File: src/rtl/lu_pkg.sv
// Shared constants and types for the LU solver matrix loader.
package lu_pkg;

    localparam int WIDTH       = 16;
    localparam int FBITS       = 4;
    localparam int NUM_ENTRIES = 12;

    typedef enum logic [1:0] {
        ST_LOAD,
        ST_SOLVE,
        ST_OUT,
        ST_DRAIN
    } state_t;

    // Load order of the serial entry stream
    localparam logic [3:0] IDX_A00 = 4'd0;
    localparam logic [3:0] IDX_A01 = 4'd1;
    localparam logic [3:0] IDX_A02 = 4'd2;
    localparam logic [3:0] IDX_A10 = 4'd3;
    localparam logic [3:0] IDX_A11 = 4'd4;
    localparam logic [3:0] IDX_A12 = 4'd5;
    localparam logic [3:0] IDX_A20 = 4'd6;
    localparam logic [3:0] IDX_A21 = 4'd7;
    localparam logic [3:0] IDX_A22 = 4'd8;
    localparam logic [3:0] IDX_C0  = 4'd9;
    localparam logic [3:0] IDX_C1  = 4'd10;
    localparam logic [3:0] IDX_C2  = 4'd11;

endpackage

File: src/rtl/lu_matrix_loader.sv
// Serial loader for a 3x3 LU solve: collects A and C, runs the solver, streams X back.
// Optional zero-pivot precheck on A00 enabled by defining LU_LOADER_PIVOT_CHECK_EN.
//
// state    | meaning
// ---------+---------------------------------------------------------
// ST_LOAD  | accept the 12 entries A00..A22, C0..C2 in order
// ST_SOLVE | solver_en high, matrix held, wait for solver_done
// ST_OUT   | stream X0, X1, X2 with out_idx 0..2 under out_ready
// ST_DRAIN | wait for solver_done to drop before the next load
module lu_matrix_loader
    import lu_pkg::*;
(
    input  logic             clk,
    input  logic             rst,
    input  logic             in_valid,
    input  logic [WIDTH-1:0] in_data,
    output logic             in_ready,
    output logic [WIDTH-1:0] A00,
    output logic [WIDTH-1:0] A01,
    output logic [WIDTH-1:0] A02,
    output logic [WIDTH-1:0] A10,
    output logic [WIDTH-1:0] A11,
    output logic [WIDTH-1:0] A12,
    output logic [WIDTH-1:0] A20,
    output logic [WIDTH-1:0] A21,
    output logic [WIDTH-1:0] A22,
    output logic [WIDTH-1:0] C0,
    output logic [WIDTH-1:0] C1,
    output logic [WIDTH-1:0] C2,
    output logic             solver_en,
    input  logic             solver_done,
    input  logic             solver_error_ovf,
    input  logic             solver_error_dbz,
    input  logic             solver_error_fsm,
    input  logic [WIDTH-1:0] X0,
    input  logic [WIDTH-1:0] X1,
    input  logic [WIDTH-1:0] X2,
    output logic             out_valid,
    output logic [WIDTH-1:0] out_data,
    output logic [1:0]       out_idx,
    input  logic             out_ready,
    output logic [3:0]       status
);

    state_t           state;
    logic [3:0]       k;
    logic [WIDTH-1:0] ent [NUM_ENTRIES];
    logic [WIDTH-1:0] x1_cap;
    logic [WIDTH-1:0] x2_cap;
    logic [2:0]       err_r;
    logic             piv_r;

    assign in_ready = (state == ST_LOAD);
    assign status   = {err_r, piv_r};

    assign A00 = ent[IDX_A00];
    assign A01 = ent[IDX_A01];
    assign A02 = ent[IDX_A02];
    assign A10 = ent[IDX_A10];
    assign A11 = ent[IDX_A11];
    assign A12 = ent[IDX_A12];
    assign A20 = ent[IDX_A20];
    assign A21 = ent[IDX_A21];
    assign A22 = ent[IDX_A22];
    assign C0  = ent[IDX_C0];
    assign C1  = ent[IDX_C1];
    assign C2  = ent[IDX_C2];

`ifdef LU_LOADER_PIVOT_CHECK_EN
    always_ff @(posedge clk or negedge rst) begin
        if (!rst) begin
            piv_r <= 1'b0;
        end else if (state == ST_LOAD && in_valid) begin
            if (k == IDX_A00)
                piv_r <= 1'b0;
            else if (k == IDX_C2 && ent[IDX_A00] == '0)
                piv_r <= 1'b1;
        end
    end
`else
    assign piv_r = 1'b0;
`endif

    always_ff @(posedge clk or negedge rst) begin
        if (!rst) begin
            state     <= ST_LOAD;
            k         <= '0;
            for (int i = 0; i < NUM_ENTRIES; i++)
                ent[i] <= '0;
            x1_cap    <= '0;
            x2_cap    <= '0;
            err_r     <= '0;
            solver_en <= 1'b0;
            out_valid <= 1'b0;
            out_data  <= '0;
            out_idx   <= '0;
        end else begin
            case (state)
                ST_LOAD: begin
                    if (in_valid) begin
                        ent[k] <= in_data;
                        if (k == IDX_A00)
                            err_r <= '0;
                        if (k == IDX_C2) begin
                            k <= '0;
`ifdef LU_LOADER_PIVOT_CHECK_EN
                            // Zero pivot: bypass the solver and report X = 0
                            if (ent[IDX_A00] == '0) begin
                                x1_cap    <= '0;
                                x2_cap    <= '0;
                                out_valid <= 1'b1;
                                out_data  <= '0;
                                out_idx   <= 2'd0;
                                state     <= ST_OUT;
                            end else begin
                                solver_en <= 1'b1;
                                state     <= ST_SOLVE;
                            end
`else
                            solver_en <= 1'b1;
                            state     <= ST_SOLVE;
`endif
                        end else begin
                            k <= k + 4'd1;
                        end
                    end
                end
                ST_SOLVE: begin
                    if (solver_done) begin
                        x1_cap    <= X1;
                        x2_cap    <= X2;
                        err_r     <= {solver_error_fsm, solver_error_dbz, solver_error_ovf};
                        solver_en <= 1'b0;
                        out_valid <= 1'b1;
                        out_data  <= X0;
                        out_idx   <= 2'd0;
                        state     <= ST_OUT;
                    end
                end
                ST_OUT: begin
                    if (out_ready) begin
                        if (out_idx == 2'd2) begin
                            out_valid <= 1'b0;
                            state     <= ST_DRAIN;
                        end else begin
                            out_idx  <= out_idx + 2'd1;
                            out_data <= (out_idx == 2'd0) ? x1_cap : x2_cap;
                        end
                    end
                end
                ST_DRAIN: begin
                    if (!solver_done)
                        state <= ST_LOAD;
                end
                default: state <= ST_LOAD;
            endcase
        end
    end

endmodule

File: config.mk
export PLATFORM = sky130hd
export DESIGN_NAME = lu_matrix_loader
export DESIGN_NICKNAME = d
export VERILOG_FILES = /design/src/rtl/lu_pkg.sv /design/src/rtl/lu_matrix_loader.sv
export SDC_FILE = /design/constraint.sdc
export NUM_CORES = 1
export LEC_CHECK = 0
export BUFFER_PORTS_ARGS = -buffer_cell sky130_fd_sc_hd__clkbuf_2
export CAP_MARGIN = 20
export CELL_PAD_IN_SITES_DETAIL_PLACEMENT = 2
export CELL_PAD_IN_SITES_GLOBAL_PLACEMENT = 2
export CORE_MARGIN = 2
export CORE_UTILIZATION = 36
export CTS_BUF_LIST = sky130_fd_sc_hd__clkbuf_4 sky130_fd_sc_hd__clkbuf_8
export CTS_CLUSTER_DIAMETER = 30
export DETAILED_ROUTE_END_ITERATION = 10
export PLACE_DENSITY_LB_ADDON = 0.1
export SKIP_LAST_GASP = 1
export SYNTH_ARGS = -nofsm -noshare
export SYNTH_HDL_FRONTEND = slang
export SYNTH_SLANG_ARGS = --single-unit
export TNS_END_PERCENT = 10
File: constraint.sdc
create_clock -name clk -period 2.8 [get_ports clk]
set_input_delay 0.28 -clock clk [delete_from_list [all_inputs] [get_ports clk]]
set_output_delay 0.28 -clock clk [all_outputs]
set_load 0.05 [all_outputs]
======== Yosys cells after proc, flatten, opt, wreduce, memory -nomap -nowiden ========
Cells that the tools add are included.
word-level totals
  register bits ........................... 253
  bits in latches ......................... 0
  memory bits (writable) .................. 0
  bits in read-only memories .............. 0
  input bits .............................. 72
  output and inout bits ................... 217
  word-level logic and storage cells ...... 84
  memories ................................ 0
operators by class
  add/sub/neg operators ................... 2
  multipliers ............................. 0
  divide/modulo/power cells ............... 0
  magnitude comparators ................... 2
  equality and inequality tests ........... 13
  shifts and indexed selects .............. 0
  mux-type cells .......................... 32
  bitwise gates (word level) .............. 1
  reduce and logical (&&, ||, !) cells .... 13
operator list
  operator             number
  $bwmux 192           1
  $mux 16              5
  $demux 16 s4         1
  $pmux 16 s2          1
  $mux 2               9
  $reduce_and 4->1     4
  $ne 2x2->1 const B   6
  $mux 3               3
  $pmux 2 s4           1
  $eq 2x2->1 const B   3
  $mux 1               6
  $pmux 3 s2           1
  $reduce_and 6->1     1
  $ge 5x5->1 const B   1
  $lt 5x1->1 const B   1
  $not 4->5            1
  $add 4x1->4 const B  1
  $eq 4x4->1 const B   1
  $logic_not 2->1      2
  $logic_not 4->1      1
  $mux 4               1
  $ne 2x1->1 const B   2
  $pmux 1 s2           2
  $pmux 2 s2           1
  5 further kinds      7

======== Depth between registers and ports, before layout ========
Gate-level depths: netlist of run 1.
  depth in word-level cells ............... 6
  depth in mapped cells ................... 8

======== Worst setup path after synthesis of run 1 ========
Ideal clock, no wire load.
  path kind ............................... register to register
  start point ............................. register state[0]
  end point ............................... register err_r[0]
  library setup time ...................... 0.079 ns
  arrival ................................. 1.940 ns
  required time ........................... 2.721 ns
  slack ................................... 0.781 ns
  cell stages (with the launch flop) ...... 7
  clock period less this slack ............ 2.019 ns
  path through ............................ dfrtp_1 inv_1 ha_1 mux2i_1 or2_2 a21oi_1 mux2i_1
on the way
  word-level cells in the longest chain between the ends .. 3
RTL lines
  element                                       RTL line                 RTL
  start, declared                               lu_matrix_loader.sv:45   state_t state;
  start signal, assigned                        lu_matrix_loader.sv:86   state <= ST_LOAD;
  start signal, assigned                        lu_matrix_loader.sv:121  state <= ST_SOLVE;
  start signal, assigned                        lu_matrix_loader.sv:137  state <= ST_OUT;
  $logic_not 2->1 *                             -
  net in_ready                                  lu_matrix_loader.sv:17   output logic in_ready,
  $ne 2x1->1 (no line) (tied with other cells)  -
  $reduce_and 4->1 (no line)                    -
  end signal, assigned                          lu_matrix_loader.sv:132  err_r <= {solver_error_fsm, solver_error_dbz, solver_error_ovf};
  end, declared                                 lu_matrix_loader.sv:50   logic [2:0] err_r;
The timed path passes the listed nets; every way through them passes the cells marked *.
A chain may end at the register's enable or synchronous reset.

======== Worst setup path in the final report of run 1 ========
  start point ............................. register state[0]
  end point ............................... register ent, in the netlist A20[3]
on the way
  word-level cells in the longest chain between the ends .. 2
RTL lines
  element                        RTL line                 RTL
  $logic_not 2->1                lu_matrix_loader.sv:98   case (state)
  $reduce_and 2->1 (no line)     -
  end signal, assigned by index  lu_matrix_loader.sv:101  ent[k] <= in_data;
  end, declared                  lu_matrix_loader.sv:47   logic [WIDTH-1:0] ent [NUM_ENTRIES];
Every way passes these cells.

==> impl_metrics.json, run 1 <==
{
  "status": "completed",
  "synthCells": 699,
  "layout.cells.non_filler": 1489,
  "holdCritStartpoint": "X0[1]",
  "worstPathCellList": "inv_1 -> ha_1 -> and2b_2 -> nand2_2 -> nor2_4 -> mux2_2",
  "maxSlewViolCount": 0,
  "rsz0062_at_grt": "false",
  "antenna_found_initial": 0,
  "cts_tree": "yes",
  "path_max_fanout": 16,
  "vias": 7049,
  "tns_ps": 0,
  "diodes": 0,
  "period_minus_slack_ps": 2140,
  "synthXorXnorAreaFrac": 0.000855,
  "synthAdderAreaFrac": 0.0134,
  "drt-total-wl_um": 31600,
  "clkTransAtPathRegs_ps": 60,
  "htree_levels": 2,
  "final_cell_mix": "clkbuf_2 (286), dfrtp_1 (253), mux2_2 (216), clkbuf_8 (72), nand2_1 (48)",
  "path_delay_family": "simple AND/OR/NAND/NOR gates",
  "clock_path_buffers": 3,
  "synth-edff-count": 0,
  "worstSetupEndpointType": "flop",
  "coreArea_um2": 27900,
  "drtAntennaViolNets": 0,
  "synth_cell_types": 38,
  "wl_per_cell_um": 21.2,
  "rows": 61,
  "nNetsFinal": 1149,
  "grt_max_degree": 94,
  "async_reset_ff_frac": 1.00,
  "die_h_um": 173,
  "cts_made_buffers": 59,
  "first_iter_violations": 186,
  "cp-startpoint": "state[0]",
  "fillers": 2793,
  "synthMuxAreaShare": 0.269,
  "dp_cells": 1336,
  "drive_gt1_frac": 0.580,
  "cts-resized-gates": 0,
  "synth_compound_area_frac": 0.0249,
  "arrival_ps": 2590,
  "design.die.area_um2": 29800,
  "synth-simple-area-share": 0.0461,
  "syn_area_um2": 10200,
  "path_buf_inv": 1,
  "syn2layout_area_growth_pct": 36.5,
  "yosysSeqAreaShare": 0.618,
  "gp_congestion": 0.708,
  "grt_pass1_wl_um": 50200,
  "die_w_um": 173,
  "syn_avg_cell_area_um2": 14.7,
  "fin_area_um2": 14000,
  "drc": 0,
  "r2r_start": "state[0]",
  "critPathMaxStageDelay_ps": 490,
  "skew_ps": 26.2,
  "fmax_mhz": 466,
  "slowest_stage": "nor2_4",
  "io_buffers": 287,
  "hp-class": "in2reg",
  "top_usage_layer": "met2",
  "cts_sinks": 253,
  "syn_nets": 782,
  "met3_usage": 0.0631,
  "insertion_delay_ps": 590,
  "final-hold-violation-count": 0,
  "clock-root-buffer": "clkbuf_8",
  "dp_hpwl_um": 20800,
  "grt_use_met2": 0.384,
  "setup_viol": 0,
  "yosys_warnings": 0,
  "slew-limit-headroom": 0.476,
  "required_ps": 3250,
  "grt_remaining_overflow": 0,
  "ios": 289,
  "vias_per_cell": 4.73,
  "initial_core_util": 0.367,
  "grt_use_total": 0.216,
  "final_common_cell": "clkbuf_2",
  "dr.pass1.iters": 4,
  "period_share": 0.766,
  "cp-start-kind": "flop",
  "tightest_slew_ps": 786,
  "grt_pass1_vias": 8196,
  "placedInstanceArea_um2": 12100,
  "synth_top_family_by_area": "multiplexers",
  "critical_path_class": "reg2reg",
  "yosys_most_used_dff": "dfrtp_1",
  "cap_violations": 0,
  "grtUsageMet1": 0.255,
  "synth_seq_cells": 253,
  "hold_ws_ps": 28.8
}
[sequential cells by signal, indices dropped and copies added, names as in the netlist, 3 cells and up]
name / cells
A01: 16
A02: 16
A22: 16
C1: 16
out_data: 16
k: 4
x2_cap: 16
A11: 16
A21: 16
C2: 16
A12: 16
A10: 16
C0: 16
A00: 16
err_r: 3
x1_cap: 16
A20: 16
[cell usage after synthesis (10+ instances only)]
library cell	number	area, µm²
dfrtp_1	253	6330
mux2_1	10	113
nand2_1	48	180
mux2_2	216	2430
clkbuf_1	23	86.3
o21ai_0	36	180
ha_1	11	138
inv_1	12	45.0
mux2i_1	21	210
buf_4	10	75.1
buf_2	12	60.1
[per-stage QoR]
stage | setup WS [ps] | util
finish | 656 | 0.500
global route | 484 | 0.500
CTS | 619 | 0.500
detailed placement | 602 | 0.434
global placement | 657 | 0.434
floorplan | 781 | -
[cells by family after synthesis]
logic type | Yosys count
DFF | 253
muxes | 247
and+or+nand+nor | 81
buffers and inverters | 58
AOI/OAI and AO/OA | 47
adders and majority gates | 11
other | 1
xor gates and xnor gates | 1
[path summary, 6_finish.rpt]
check                               end  slack [ps]  cells past startpoint
setup / recovery                 A20[3]         660                      6
hold / removal              out_data[1]          30                      3
setup reg to reg                 A20[3]         660                      6
hold reg to reg            out_data[12]         490                      2
max in group asynchronous       A12[11]        1700                      3
min in group asynchronous   out_data[5]         330                      2
[worst reg2reg max path: stages, from the launching register on]
cell and delay [ps]:
dfrtp_1 400, inv_1 130, ha_1 240, and2b_2 240
nand2_2 110, nor2_4 500, mux2_2 410
[routing by layer]
layer | part of all wire | routed length, µm
met4 | 0.019 | 605
met2 | 0.51 | 16200
met5 | 0 | 0
met3 | 0.062 | 1970
met1 | 0.41 | 12800
[final cells by class]
class / instances / area [µm²] / area share
Clock buffer: 82 / 1070 / 0.0762
Timing Repair Buffer: 352 / 2100 / 0.150
Multi-Input combinational cell: 388 / 3630 / 0.260
Sequential cell: 253 / 6330 / 0.453
Clock inverter: 24 / 332 / 0.0237
Tap cell: 378 / 473 / 0.0338
Inverter: 12 / 45.0 / 0.00322
[what timing repair did]
item                                   CTS  global route
endpoints found under the hold margin  134             0
hold buffers                            47             0
setup buffers                            0             0
Power of run 1 is left out: the tool's default activity adds up to more than one toggle a clock period on the data nets, which glitch-free logic cannot reach.
==> run 2: changes to the inputs <==
==> constraint.sdc (replaced) <==
create_clock -name clk -period 2.1 [get_ports clk]
set_input_delay 0.21 -clock clk [delete_from_list [all_inputs] [get_ports clk]]
set_output_delay 0.21 -clock clk [all_outputs]
set_load 0.05 [all_outputs]
==> impl_metrics.json, run 2 (same netlist as run 1, synthesis figures left out) <==
{
  "status": "completed",
  "nNetsFinal": 1174,
  "cp-start-kind": "flop",
  "ff2ff_path_depth": 5,
  "final-hold-violation-count": 0,
  "drt-total-wl_um": 33100,
  "final_cell_mix": "clkbuf_2 (286), dfrtp_1 (253), mux2_2 (216), clkbuf_8 (74), dlygate4sd3_1 (52)",
  "drive_gt1_frac": 0.588,
  "path_depth": 5,
  "fmax_mhz": 518,
  "vias": 7325,
  "hold_ws_ps": 58.4,
  "arrival_ps": 2370,
  "gp_congestion": 0.746,
  "grt_pass1_wl_um": 52700,
  "clkTransAtPathRegs_ps": 50,
  "slowest_stage": "mux2_2",
  "critical_path_class": "reg2reg",
  "period_share": 0.919,
  "clock-root-buffer": "clkbuf_8",
  "rrSetupSlack_ps": 170,
  "post_cts_buffers": 0,
  "io_buffers": 287,
  "antenna_found_initial": 0,
  "first_iter_violations": 306,
  "wl_per_cell_um": 21.7,
  "maxSlewViolCount": 0,
  "skew_ps": 33.9,
  "dp_hpwl_um": 21300,
  "worstPathCellList": "inv_1 -> ha_1 -> and2b_2 -> nand4_4 -> mux2_2",
  "grt_remaining_overflow": 0,
  "cts_sinks": 253,
  "htree_levels": 3,
  "worstSetupEndpointType": "flop",
  "endpoint": "A21[2]",
  "syn2layout_area_growth_pct": 39.5,
  "rows": 61,
  "rsz0062_at_grt": "false",
  "critPathMaxStageDelay_ps": 420,
  "diodes": 0,
  "cts_tree": "yes",
  "dr.pass1.iters": 4,
  "drc": 0,
  "grt_use_total": 0.228,
  "grt_pass1_vias": 8517,
  "setup_viol": 0,
  "tns_ps": 0,
  "clock_path_buffers": 3,
  "insertion_delay_ps": 580,
  "die_w_um": 173,
  "hp-class": "in2reg",
  "period_minus_slack_ps": 1930,
  "final_common_cell": "clkbuf_2",
  "reg2reg_to": "A21[2]",
  "die_h_um": 173,
  "ios": 289,
  "path_delay_family": "simple AND/OR/NAND/NOR gates",
  "cts_made_buffers": 66,
  "grt_max_degree": 60,
  "r2r_start": "state[0]",
  "cap_violations": 0,
  "path_buf_inv": 1,
  "required_ps": 2540,
  "cp-startpoint": "state[0]",
  "holdCritStartpoint": "in_data[5]",
  "path_max_fanout": 16,
  "drtAntennaViolNets": 0,
  "vias_per_cell": 4.82,
  "coreArea_um2": 27900,
  "utilization": 0.511,
  "initial_core_util": 0.367,
  "design.die.area_um2": 29800
}
run 2: what timing repair did:
action                                  in CTS  in global routing
endpoints found under the setup margin       0                 13
hold endpoints to repair                   104                  0
resized for setup                            0                  1
hold buffers                                52                  0
run 2: area by class of cell:
type	instances	area, µm²
Multi-Input combinational cell	388	3630
Timing Repair Buffer	370	2320
Inverter	12	45.0
Tap cell	378	473
Clock buffer	82	1080
Clock inverter	37	400
Fill cell	2762	13600
Sequential cell	253	6330
run 2: per-layer routing:
layer / routed length [µm] / track usage / vias to the layer above
met5: 0 / 0 / -
met4: 892 / 0.0780 / 0
met3: 2150 / 0.0721 / 67
met2: 16800 / 0.398 / 223
met1: 13200 / 0.266 / 3803
li1: - / - / 3232
run 2: worst min-delay path by stage:
stage	endpoint	slack [ps]	cells past startpoint
after floorplan	A00[0]	-90	0
after global placement	out_data[5]	190	1
after detailed placement	out_data[5]	190	1
after CTS	A00[5]	40	2
after global routing	A00[5]	80	2
final	A00[5]	60	2
run 2: stage by stage:
| stage | cell area (µm²) | worst slack (ps) | std cells |
|---|---|---|---|
| 2_1_floorplan | 10200 | 80.8 | 699 |
| 3_3_place_gp | 12300 | 167 | 1349 |
| 3_5_place_dp | 12300 | 101 | 1349 |
| 4_1_cts | 14300 | 64.8 | 1520 |
| 5_1_grt | 14300 | 6.71 | 1520 |
| 6_report | 14300 | 170 | 1520 |
Power of run 2 is left out for the same reason.
